File: config.mk
export PLATFORM = sky130hd
export DESIGN_NAME = gate_settle_timer
export DESIGN_NICKNAME = d
export VERILOG_FILES = /design/src/rtl/gate_settle_timer.sv
export SDC_FILE = /design/constraint.sdc
export NUM_CORES = 1
export LEC_CHECK = 0
export ABC_AREA = 1
export CAP_MARGIN = 20
export CELL_PAD_IN_SITES_DETAIL_PLACEMENT = 0
export CELL_PAD_IN_SITES_GLOBAL_PLACEMENT = 1
export CORE_AREA = 5 5 42 44
export DETAILED_ROUTE_END_ITERATION = 7
export DIE_AREA = 0 0 47 49
export PLACE_DENSITY_LB_ADDON = 0.1
export SLEW_MARGIN = 20
export SYNTH_ARGS = -nofsm -noshare
export SYNTH_HDL_FRONTEND = slang
export SYNTH_SLANG_ARGS = --single-unit
File: constraint.sdc
create_clock -name clk -period 1.4 [get_ports clk]
set_input_delay 0.14 -clock clk [delete_from_list [all_inputs] [get_ports clk]]
set_output_delay 0.14 -clock clk [all_outputs]
set_load 0.02 [all_outputs]
File: src/rtl/gate_settle_timer.sv
// Loadable down-counter; tc is high while the count sits at zero.
// Load has priority over decrement, and the count stops at zero.
module gate_settle_timer #(
   parameter int W = 4
) (
   input  logic         clk,
   input  logic         rst_n,
   input  logic         load,
   input  logic [W-1:0] load_val,
   input  logic         en,
   output logic         tc
);

   logic [W-1:0] count_q;
   logic [W-1:0] count_d;

   always_comb begin
      count_d = count_q;
      if (load) begin
         count_d = load_val;
      end else if (en && (count_q != '0)) begin
         count_d = count_q - 1'b1;
      end
   end

   always_ff @(posedge clk or negedge rst_n) begin
      if (!rst_n) begin
         count_q <= '0;
      end else begin
         count_q <= count_d;
      end
   end

   assign tc = (count_q == '0);

endmodule

Word level (Yosys, flattened, before mapping). Cells that the tools add are included.

$add $sub $neg: 1. Mux-type cells: 2. Reductions and logical operators: 4.

Operator list (count): 2-to-1 mux 4 bit (2); zero test 4 bit (1); nonzero test 4 bit (1); subtractor 4 x 1 -> 4 bit, second input constant (1); nonzero test 2 bit (1); logical AND 1 bit (1).

Register bits: 4. Bits of input ports: 8. Output and inout port bits: 1. Word-level logic and storage cells: 8.

Longest topological paths before layout.
Depth after elaboration: 4. Gate-level depth with buffers: 9. Mapped depth without buffers: 9.

Worst setup path before layout. OpenSTA, ideal clock, no wires.

Kind: register to register. Start point: register count_q[0]. End point: register count_q[2]. Setup time: 0.116 ns. Data arrival time: 0.943 ns. Data required time: 1.284 ns. Slack: 0.341 ns. Cell stages (with the launch flop): 8. Buffers on the path: 0. Period minus slack after synthesis: 1.059 ns. Path through: dfrtp_1 > inv_1 > ha_1 > nand2_2 > nand2_4 > nand2_2 > nand2_1 > nand2_1.

Cells in the longest elaborated chain, start to end: 3. Elaborated cells on any way between the ends: 6. Those cells by class: add/sub (1); mux (2); reduce/logical (3).

RTL lines: from (decl) (line 14) `logic [W-1:0] count_q;`; from (signal assigned) (line 30) `count_q <= count_d;`; subtractor 4 x 1 -> 4 bit / nonzero test 4 bit (equally long branches) (line 22, 21); 2-to-1 mux 4 bit / logical AND 1 bit (equally long branches) (line 21) `end else if (en && (count_q != '0)) begin`; 2-to-1 mux 4 bit / nonzero test 2 bit (equally long branches).

Several ways; a longest one is shown, not always the timed one. The select of a mux whose other input is x is not followed. A chain may end at the register's enable or synchronous reset.

Final worst setup path.
Start point: register count_q[0]. End point: output tc.

Cells in the longest elaborated chain, start to end: 1.

RTL lines: zero test 4 bit (line 34) `assign tc = (count_q == '0);`; to (decl) (line 11) `output logic tc`.

No other way between the ends.

==> impl_metrics.env <==
export IMPL_run_status="finished, final reports clean"
export IMPL_routabilityCongestion=0.705
export IMPL_n_fill_cell=166
export IMPL_gr_usage_all_layers_pct=7.71
export IMPL_htree_levels=1
export IMPL_arrival_ns=1.10
export IMPL_muxShareOfSynthArea_pct=0
export IMPL_grt_overflow_total=0
export IMPL_post_place_ws_ns=-0.0569
export IMPL_die_area_um2=2300
export IMPL_routedWlPerCell_um=8.69
export IMPL_dr_first_iter_drc_count=6
export IMPL_power_density_nw_per_um2=1120
export IMPL_syn_inst=46
export IMPL_grt_pass1_vias=333
export IMPL_max_slew_worst_pin_slew_ns=0.227
export IMPL_relSlewSlack_pct=84.8
export IMPL_post_dp_hpwl_um=590
export IMPL_synth_simple_area_share_pct=49.6
export IMPL_clkLatencyLatePin_ns=0.23
export IMPL_portBuffers=8
export IMPL_final_cell_mix="nand2_1, buf_4, clkdlybuf4s50_1, inv_1, dfrtp_1"
export IMPL_core_um2=1400
export IMPL_synth_top_family_by_area="simple AND/OR/NAND/NOR gates"
export IMPL_grt_max_degree=8
export IMPL_hold_path_class="primary input to asynchronous set/reset pin"
export IMPL_die_w_um=47
export IMPL_num_nets_final=76
export IMPL_fmax_mhz=804
export IMPL_fp_row_count=14
export IMPL_cts_buffers=3
export IMPL_avgSynthCellArea_um2=6.42
export IMPL_drtPass1Iterations=4
export IMPL_fin_crit_ns=1.24
export IMPL_start_kind="flop"
export IMPL_grt_antenna_before_repair=0
export IMPL_worst_hold_slack_ns=0.108
export IMPL_finalPower_mw=0.533
export IMPL_rsz0062_at_grt="no"
export IMPL_seq_area_frac_synth_pct=33.9
export IMPL_largestRegisters="count_q x4"
export IMPL_design_area_um2=475
export IMPL_timing_final_crit_share_pct=88.9
export IMPL_pin_count=9
export IMPL_clock_root_buffer="clkbuf_4"
export IMPL_power_leakage_nw=0.262
export IMPL_top_register="count_q"
export IMPL_critical_path_required_ns=1.26
export IMPL_drc=0
export IMPL_clockBufferDepth=2
export IMPL_hold_viol_final=0
export IMPL_numClockSinks=4
export IMPL_start_util_pct=21.1
export IMPL_vias=314
export IMPL_slew_viol_final=0
export IMPL_irDropWorstVdd_mv=0.409
export IMPL_synth_compound_area_share_pct=3.39
export IMPL_finalWorstSetupSlack_ns=0.155
export IMPL_ant_nets=0
export IMPL_synth_nets=55
export IMPL_vias_per_cell=3.88
export IMPL_ys_ff_latch=4
export IMPL_wirelength_um=704
export IMPL_yosys_warnings=0
export IMPL_cts_tree="yes"
export IMPL_synth_adder_area_share_pct=4.24
export IMPL_crit_fanout=2
export IMPL_largest_reg_flops=4
export IMPL_placed_area_um2=455
export IMPL_post_route_cells_drive_above_1_share_pct=27.7
export IMPL_setup_viol=0
export IMPL_synth_xor_area_share_pct=0
export IMPL_worstSetupPathType="flop to output port"
export IMPL_ys_types=13
export IMPL_critPathCaptureType="output port"
export IMPL_diodes=0
export IMPL_fin_skew_ns=0.000226
export IMPL_clk_pin_slew_worst_paths_ns=0.04
export IMPL_die_h_um=49
export IMPL_maxCapViolCount=0
export IMPL_grt_pass1_wl_um=1300
export IMPL_area_growth_pct=61.0
export IMPL_syn_area_um2=295
export IMPL_final_common_cell="nand2_1"
==> power by group <==
part           internal, mW  total [mW]  leakage [nW]  switching, mW
logic                 0.123       0.240         0.199          0.117
clock network        0.0957       0.141        0.0138         0.0449
registers             0.140       0.152        0.0489         0.0124
==> synthesized netlist by cell type <==
| cell | number | area [µm²] |
|---|---|---|
| clkinv_1 | 1 | 3.75 |
| dfrtp_1 | 4 | 100 |
| ha_1 | 1 | 12.5 |
| inv_1 | 5 | 18.8 |
| inv_2 | 1 | 3.75 |
| nand2_1 | 21 | 78.8 |
| nand2_2 | 2 | 12.5 |
| nand2_4 | 1 | 11.3 |
| nand3_1 | 3 | 15.0 |
| nand3b_1 | 2 | 15.0 |
| nor2_1 | 2 | 7.51 |
| nor2_2 | 1 | 6.26 |
| o21ai_0 | 2 | 10.0 |
==> worst max-delay path, stage by stage (launching register included) <==
cell,delay [ns]
dfrtp_1,0.37
inv_1,0.08
ha_2,0.18
nand2_2,0.06
inv_1,0.04
buf_2,0.15
==> cell type report <==
type                       instances  area [µm²]  share of cell area, %
clock buffer                       3        22.5                   4.74
sequential                         4         100                   21.1
inverter                           7        26.3                   5.53
timing repair buffer              16         135                   28.4
tap                               16        20.0                   4.21
multi-input combinational         35         171                   36.1
==> timing repair <==
| action | in CTS | in global routing |
|---|---|---|
| buffers inserted | 0 | 0 |
| hold buffers | 0 | 0 |
| resized for setup | 3 | 2 |
| gates cloned | 0 | 0 |
| hold endpoints to repair | 0 | 0 |
| setup endpoints to repair | 1 | 1 |
==> final timing paths <==
check                            start    endpoint  slack, ns  depth (start not counted)
max in group asynchronous        rst_n  count_q[0]       1.13                          1
min reg2reg                 count_q[0]  count_q[0]       0.60                          3
max reg2reg                 count_q[0]  count_q[2]       0.19                          8
min in group clk           load_val[3]  count_q[3]       0.55                          5
min                              rst_n  count_q[3]       0.11                          1
max                         count_q[0]          tc       0.16                          5
==> stage by stage <==
stage	util [%]	TNS, ns	instances
after floorplan	-	0	46
after global placement	32.5	-0.0379	78
final	33.9	0	81
after CTS	34.2	0	81
after detailed placement	32.5	-0.0569	78
after global routing	33.9	0	81
==> per-layer routing <==
layer	wire length, µm	part of all wire [%]	vias up	GRT usage [%]
li1	-	-	179	-
met1	337	48	131	11.1
met2	332	47	4	9.95
met3	35	5.0	0	1.11
met4	0	0	0	5.53
met5	0	0	-	0
==> kinds of logic (layout without fill, tap and decap cells) <==
| kind of cell | after synthesis | count (layout) |
|---|---|---|
| AND/OR/NAND/NOR | 32 | 32 |
| AO/OA/AOI/OAI | 2 | 2 |
| flip-flops | 4 | 4 |
| adder cells (fa/ha/maj) | 1 | 1 |
| buffers and inverters | 7 | 26 |
(Power assumes the default switching activity.)
